**config.mk**
```make
export PLATFORM = sky130hd
export DESIGN_NAME = out_channel
export DESIGN_NICKNAME = d
export VERILOG_FILES = /design/src/rtl/out_channel.sv
export SDC_FILE = /design/constraint.sdc
export NUM_CORES = 1
export LEC_CHECK = 0
export ABC_AREA = 1
export ABC_CLOCK_PERIOD_IN_PS = 2700
export CORE_MARGIN = 4
export CORE_UTILIZATION = 30
export DETAILED_ROUTE_END_ITERATION = 6
export PLACE_DENSITY = 0.49
export SYNTH_ARGS = -nofsm -noshare
export SYNTH_HDL_FRONTEND = slang
export SYNTH_SLANG_ARGS = --single-unit
```
**constraint.sdc**
```tcl
create_clock -name clock -period 2.7 [get_ports clock]
set_input_delay 0.54 -clock clock [delete_from_list [all_inputs] [get_ports clock]]
set_output_delay 0.54 -clock clock [all_outputs]
set_load 0.02 [all_outputs]
```
**src/rtl/out_channel.sv**
```systemverilog
// out_channel: single-clock element channel with EMPTY/PARTIAL/FULL tracking.
// Ring mode (OVERWRITE=1) drops the oldest element when written while full.
// Backpressure mode (OVERWRITE=0) deasserts in_ready while full.
// Optional statistics ports (writes, drops) exist only when the macro
// OUT_CHANNEL_STATS_EN is defined; the default build omits them entirely.
//
// state   | meaning
// --------+-------------------------------------------------
// EMPTY   | no elements held, out_valid low
// PARTIAL | 1..DEPTH-1 elements held
// FULL    | DEPTH elements held; ring writes drop the oldest
module out_channel #(
  parameter int WIDTH     = 12,
  parameter int DEPTH     = 5,
  parameter int OVERWRITE = 1
) (
  input  logic                       clock,
  input  logic                       reset,
  input  logic                       flush,
  input  logic                       in_valid,
  input  logic [WIDTH-1:0]           in_data,
  output logic                       in_ready,
  output logic                       out_valid,
  output logic [WIDTH-1:0]           out_data,
  input  logic                       out_ready,
  output logic [$clog2(DEPTH+1)-1:0] count,
  output logic                       overflow
`ifdef OUT_CHANNEL_STATS_EN
  ,
  output logic [31:0]                writes,
  output logic [31:0]                drops
`endif
);

  localparam int CW = $clog2(DEPTH + 1);
  localparam int PW = $clog2(DEPTH);
  localparam logic [PW-1:0] LastIdx   = PW'(DEPTH - 1);
  localparam logic [CW-1:0] FullCount = CW'(DEPTH);

  // Reject unsupported geometries at elaboration rather than building a broken channel.
  if (DEPTH < 2 || DEPTH > 256) begin : gBadDepth
    $error("out_channel: DEPTH must be in 2..256");
  end
  if (OVERWRITE != 0 && OVERWRITE != 1) begin : gBadMode
    $error("out_channel: OVERWRITE must be 0 or 1");
  end

  typedef enum logic [1:0] {
    EMPTY   = 2'd0,
    PARTIAL = 2'd1,
    FULL    = 2'd2
  } stateT;

  stateT            state;
  stateT            nextState;
  logic [PW-1:0]    rdPtr;
  logic [PW-1:0]    wrPtr;
  logic [CW-1:0]    nextCount;
  logic [WIDTH-1:0] mem [DEPTH];

  logic             wrEn;
  logic             rdEn;
  logic             dropEn;

  // Pointers wrap by explicit compare so any DEPTH works, not just powers of two.
  function automatic logic [PW-1:0] wrapInc(input logic [PW-1:0] ptr);
    return (ptr == LastIdx) ? '0 : ptr + PW'(1);
  endfunction

  // Handshakes: in_ready/out_valid come from the state register only, so
  // there is no combinational path from out_ready to in_ready.
  always_comb begin
    wrEn   = in_valid && in_ready;
    rdEn   = out_valid && out_ready;
    dropEn = wrEn && !rdEn && (state == FULL);
  end

  // Occupancy after this cycle's transfers; a ring drop keeps the count at DEPTH.
  always_comb begin
    nextCount = count;
    unique case ({wrEn, rdEn})
      2'b10:   nextCount = dropEn ? count : count + CW'(1);
      2'b01:   nextCount = count - CW'(1);
      default: nextCount = count;
    endcase
  end

  // FSM state register.
  always_ff @(posedge clock or negedge reset) begin
    if (!reset) begin
      state <= EMPTY;
    end else begin
      state <= nextState;
    end
  end

  // FSM next state, derived from the post-transfer occupancy; flush wins.
  always_comb begin
    nextState = state;
    if (flush) begin
      nextState = EMPTY;
    end else if (nextCount == '0) begin
      nextState = EMPTY;
    end else if (nextCount == FullCount) begin
      nextState = FULL;
    end else begin
      nextState = PARTIAL;
    end
  end

  // FSM outputs, decoded from registers only.
  always_comb begin
    out_valid = (state != EMPTY);
    in_ready  = (OVERWRITE != 0) ? 1'b1 : (state != FULL);
    out_data  = mem[rdPtr];
  end

  // Pointers, occupancy and sticky overflow; flush clears them but not memory.
  always_ff @(posedge clock or negedge reset) begin
    if (!reset) begin
      rdPtr    <= '0;
      wrPtr    <= '0;
      count    <= '0;
      overflow <= 1'b0;
    end else if (flush) begin
      rdPtr    <= '0;
      wrPtr    <= '0;
      count    <= '0;
      overflow <= 1'b0;
    end else begin
      if (wrEn) begin
        wrPtr <= wrapInc(wrPtr);
      end
      if (rdEn || dropEn) begin
        rdPtr <= wrapInc(rdPtr);
      end
      count <= nextCount;
      if (dropEn) begin
        overflow <= 1'b1;
      end
    end
  end

  // Element storage; never reset, and a write flushed or under reset is discarded.
  always_ff @(posedge clock) begin
    if (reset && wrEn && !flush) begin
      mem[wrPtr] <= in_data;
    end
  end

`ifdef OUT_CHANNEL_STATS_EN
  // Saturating counters of completed writes and ring-mode drops.
  always_ff @(posedge clock or negedge reset) begin
    if (!reset) begin
      writes <= '0;
      drops  <= '0;
    end else if (flush) begin
      writes <= '0;
      drops  <= '0;
    end else begin
      if (wrEn && (writes != '1)) begin
        writes <= writes + 32'd1;
      end
      if (dropEn && (drops != '1)) begin
        drops <= drops + 32'd1;
      end
    end
  end
`endif

endmodule
```
==> results.env <==
WIRE_LENGTH_OF_THE_FIRST_GLOBAL_ROUTING_PASS_UM=10320
CTS_MADE_BUFFERS=9
CTSHTREEMAXLEVEL=3
MAXIMUM_IR_DROP_ON_THE_VDD_RAIL_mV=0.2989
SYNTH_TOP_CELL_AREA_SHARE_PCT=58.42
CELLPOWERDENSITY_nW_PER_UM2=766.7
WORSTSETUPPATHDEPTH=6
MAX_SLEW_VIOLATIONS=0
SYNTH-ASYNC-RESET-RATIO_PCT=16.67
CLOCK.FMAX_GHz=0.3890
GRT_ANTENNA_BEFORE_REPAIR=0
GLOBAL_ROUTE_USAGE_SUM_PCT=11.45
TOTALWIRELENGTH_UM=6430
CRITICAL_PATH_ARRIVAL_NS=2.03
CTSLONGESTPATHBUFFERS=2
WORST_PATH_MOST_REPEATED_CELL='nor2_1'
SYN_AREA_UM2=3084
CLOCK_LATENCY_AT_THE_LATER_PIN_OF_THE_WORST_SKEW_PAIR_NS=0.34
MIN_FROM='overflow$_DFFE_PN0P_'
WORSTREGTOREGCELLS=11
FIN_WORST_SKEW_NS=0.005884
DETAILROUTE.VIA_COUNT=2056
MAX-CAP-VIOLATIONS=0
FIN_CRIT_SH_PCT=95.22
NUMBER_OF_GLOBAL_ROUTE_VIAS_BEFORE_REPAIR=2016
FINAL-SEQ-AREA_UM2=2103
WORST-SETUP-PATH-TYPE='reg2out'
MULTI_INPUT_AREA_UM2=864.6
ROUTE.DETAILED.VIAS_PER_INST=4.529
LAYOUT_OVERHEAD_ON_THE_SYNTHESIZED_AREA_PCT=25.96
CRITICAL-PATH-SLOWEST-CELL='clkdlybuf4s50_1'
CP.BUFFERS_INVERTERS=2
STATIC-LEAKAGE-POWER_nW=1.497
STATUS='finished clean'
BIGGEST_CELL_DELAY_ALONG_THE_CRITICAL_PATH_NS=0.65
BIGGEST_AREA_CONTRIBUTORS_IN_THE_SYNTHESIZED_NETLIST='edfxtp_1, dfrtp_1, nor2_1'
DRT_DRC_VIOLATIONS_LEFT=0
FINALINSTANCEAREA_UM2=3885
SYNTH.DISTINCT_CELLS=26
COMB_POWER_SHARE_PCT=25.8
TRITONCTS_NUM_SINKS=72
FINAL.SETUP.TNS_NS=0
WORSTSETUPENDPOINTTYPE='primary output'
FP.DIEW_UM=109.4
SYNTH.FF_LATCH_COUNT=72
DRT_PRE_ANTENNA_ITERS=4
RSZ0062_AT_GRT='false'
DRTITER0DRC=61
SYNTHTOPCELLSBYCOUNT='nor2_1, edfxtp_1, o21ai_0'
MOST_REPEATED_CELL_IN_THE_GATE_LEVEL_NETLIST_AFTER_SYNTHESIS='nor2_1'
SYN-NUM-NETS=293
POST-ROUTE-UTIL_PCT=39.20
INITIAL_CORE_UTIL_PCT=31.12
DP.FINAL_HPWL_UM=4205
CHIPHEIGHT_UM=109.4
P_SW_SHARE_PCT=30.07
CRITPATHMAXFANOUT=9
NNETSFINAL=341
CLOCKPOWERSHARE_PCT=31.7
SYNTH_FLOP_CELL='edfxtp_1'
HOLD_BUFFERS=0
YS_SEQ_AREA_SHARE_PCT=68.15
CTS_ROOT_BUF='clkbuf_8'
TIMING.FINAL.HOLD_VIOLATIONS=0
AVGROUTEDWIREPERCELL_UM=14.16
SYNTH_ENABLE_FLOP_CELLS=60
PLACED_AREA_UM2=3625
LAYOUT-DRIVE-GT1-SHARE_PCT=15.26
NUMPORTBUFFERS=33
NETSWITCHINGPOWER_uW=895.6
WORST_R2R_STARTPOINT='state[1]$_DFF_PN0_'
RRSETUPSLACK_NS=0.82
ROUTE.ANTENNA.REMAINING_NETS=0
CORE-AREA_UM2=9910
GP_CONGESTION=0.7956
TIMING.HOLD.WORST_PATH_DEPTH=2
CRIT_PATH_START_KIND='flip-flop'
CRIT_REQUIRED_NS=2.16
ANTENNA-DIODE-COUNT=0
CP_CELL_SEQUENCE='buf_4, nor2_1, nor2_1, o21ai_0, a31oi_1, clkdlybuf4s50_1'
SEQUENTIALPOWERSHARE_PCT=42.5
P_INT_mW=2.083
FP-ROW-COUNT=36
SYN_INST=268
LAYOUT.FILLER_CELLS=998
TRITONCTS='yes'
GRT_MAX_DEGREE=28
CLOCK_PERIOD_MINUS_WORST_SLACK_NS=2.571
YS_WARN_COUNT=0
CRITICAL_PATH.TOP_DELAY_FAMILY='buffers and inverters'
FLOORPLAN.IO_PINS=35
DIE_AREA_UM2=11970
POST-SYNTH-TOP-AREA-CELL='edfxtp_1'
GRT_OVERFLOW_TOTAL=0
AVGSYNTHCELLAREA_UM2=11.51
CLK_TRANSITION_REPORTED_PATHS_NS=0.08
SETUP_VIOL_COUNT_FINAL=0
WORSTHOLDPATHTYPE='reg2reg'
CRIT_PATH_START='rdPtr[0]$_DFFE_PN0P_'
final timing paths:
check	endpoint
worst max-delay path	out_data[4]
worst min-delay path	overflow$_DFFE_PN0P_
worst max register to register	state[0]$_DFF_PN0_
worst min register to register	overflow$_DFFE_PN0P_
max in group asynchronous	rdPtr[0]$_DFFE_PN0P_
min in group asynchronous	rdPtr[2]$_DFFE_PN0P_
flip-flops by register name, summed over array words and instances, names as in the netlist:
signal    count
wrPtr         3
overflow      1
rdPtr         3
count         3
state         2
mem          60
worst register-to-register path, stage by stage, from the launching register on:
cell	delay [ns]
dfrtp_1	0.41
or2_4	0.25
nand2_2	0.09
inv_1	0.05
ha_1	0.30
inv_1	0.09
o21ai_0	0.08
a21oi_1	0.05
nor2_1	0.20
nand3_1	0.13
nand2_1	0.08
nor2_1	0.04
layer usage:
layer  GRT usage, %  vias to the layer above  part of all wire, %
met4          4.720                        0                  1.2
li1               -                     1024                    -
met1          15.09                      997                   47
met5              0                        -                    0
met2          18.44                       30                   48
met3          2.290                        5                  3.2
power by group through the flow:
stage	clock network, mW	registers (mW)	logic (mW)
CTS	0.964	1.27	0.803
detailed placement	0	1.29	0.790
floorplan	0	1.28	0.475
global placement	0	1.29	0.792
finish	0.943	1.27	0.769
global route	1.01	1.27	0.858
stage by stage:
stage	power (mW)	setup slack, ns	std cells	hold slack (ns)
3_3_place_gp	2.078	0.3068	436	0.5100
4_1_cts	3.032	0.06303	454	0.5227
6_report	2.979	0.1291	454	0.5202
2_1_floorplan	1.759	0.2857	268	0.2444
5_1_grt	3.142	0.003265	454	0.5522
3_5_place_dp	2.077	0.3023	436	0.5111
layout by cell type, fill, tap and decap left out, drive strengths merged:
| cell | synthesis | routed |
|---|---|---|
| a21oi | 6 | 6 |
| o21ai | 30 | 30 |
| nor3 | 5 | 5 |
| clkbuf | 2 | 9 |
| bufinv | 0 | 2 |
| or2 | 1 | 1 |
| clkinv | 0 | 2 |
| inv | 19 | 20 |
| dfrtp | 12 | 12 |
| nand4 | 3 | 3 |
| edfxtp | 60 | 60 |
| buf | 8 | 14 |
| o21bai | 1 | 1 |
| nand2 | 23 | 23 |
| dlymetal6s2s | 0 | 8 |
| xor2 | 1 | 1 |
| a31oi | 12 | 12 |
| conb | 1 | 1 |
| clkinvlp | 0 | 2 |
| ha | 8 | 8 |
| nand3 | 7 | 7 |
| nor4 | 1 | 1 |
| clkdlybuf4s50 | 0 | 25 |
| nor2 | 68 | 68 |
area by class of cell:
| cell class | instances | share of cell area (%) |
|---|---|---|
| sequential | 72 | 54.14 |
| multi-input combinational | 167 | 22.25 |
| timing repair buffer | 47 | 11.72 |
| tap | 133 | 4.283 |
| clock buffer | 9 | 3.188 |
| clock inverter | 7 | 2.415 |
| inverter | 19 | 1.997 |
what timing repair did:
action	4_1_cts	5_1_grt
gates resized for setup	3	8
endpoints found under the setup margin	12	8
endpoints found under the hold margin	0	0
setup buffers	2	0
cells by family (layout without fill, tap and decap cells):
family / count (synthesis) / in the layout / share of synthesized area, %
buffers and inverters: 29 / 82 / 4.665
adder cells (fa/ha/maj): 8 / 8 / 3.246
flip-flops: 72 / 72 / 68.15
AO/OA/AOI/OAI: 49 / 49 / 8.762
other: 1 / 1 / 0.1216
XOR/XNOR: 1 / 1 / 0.2840
AND/OR/NAND/NOR: 108 / 108 / 14.77
No activity file was read; power rests on OpenSTA's default activity.
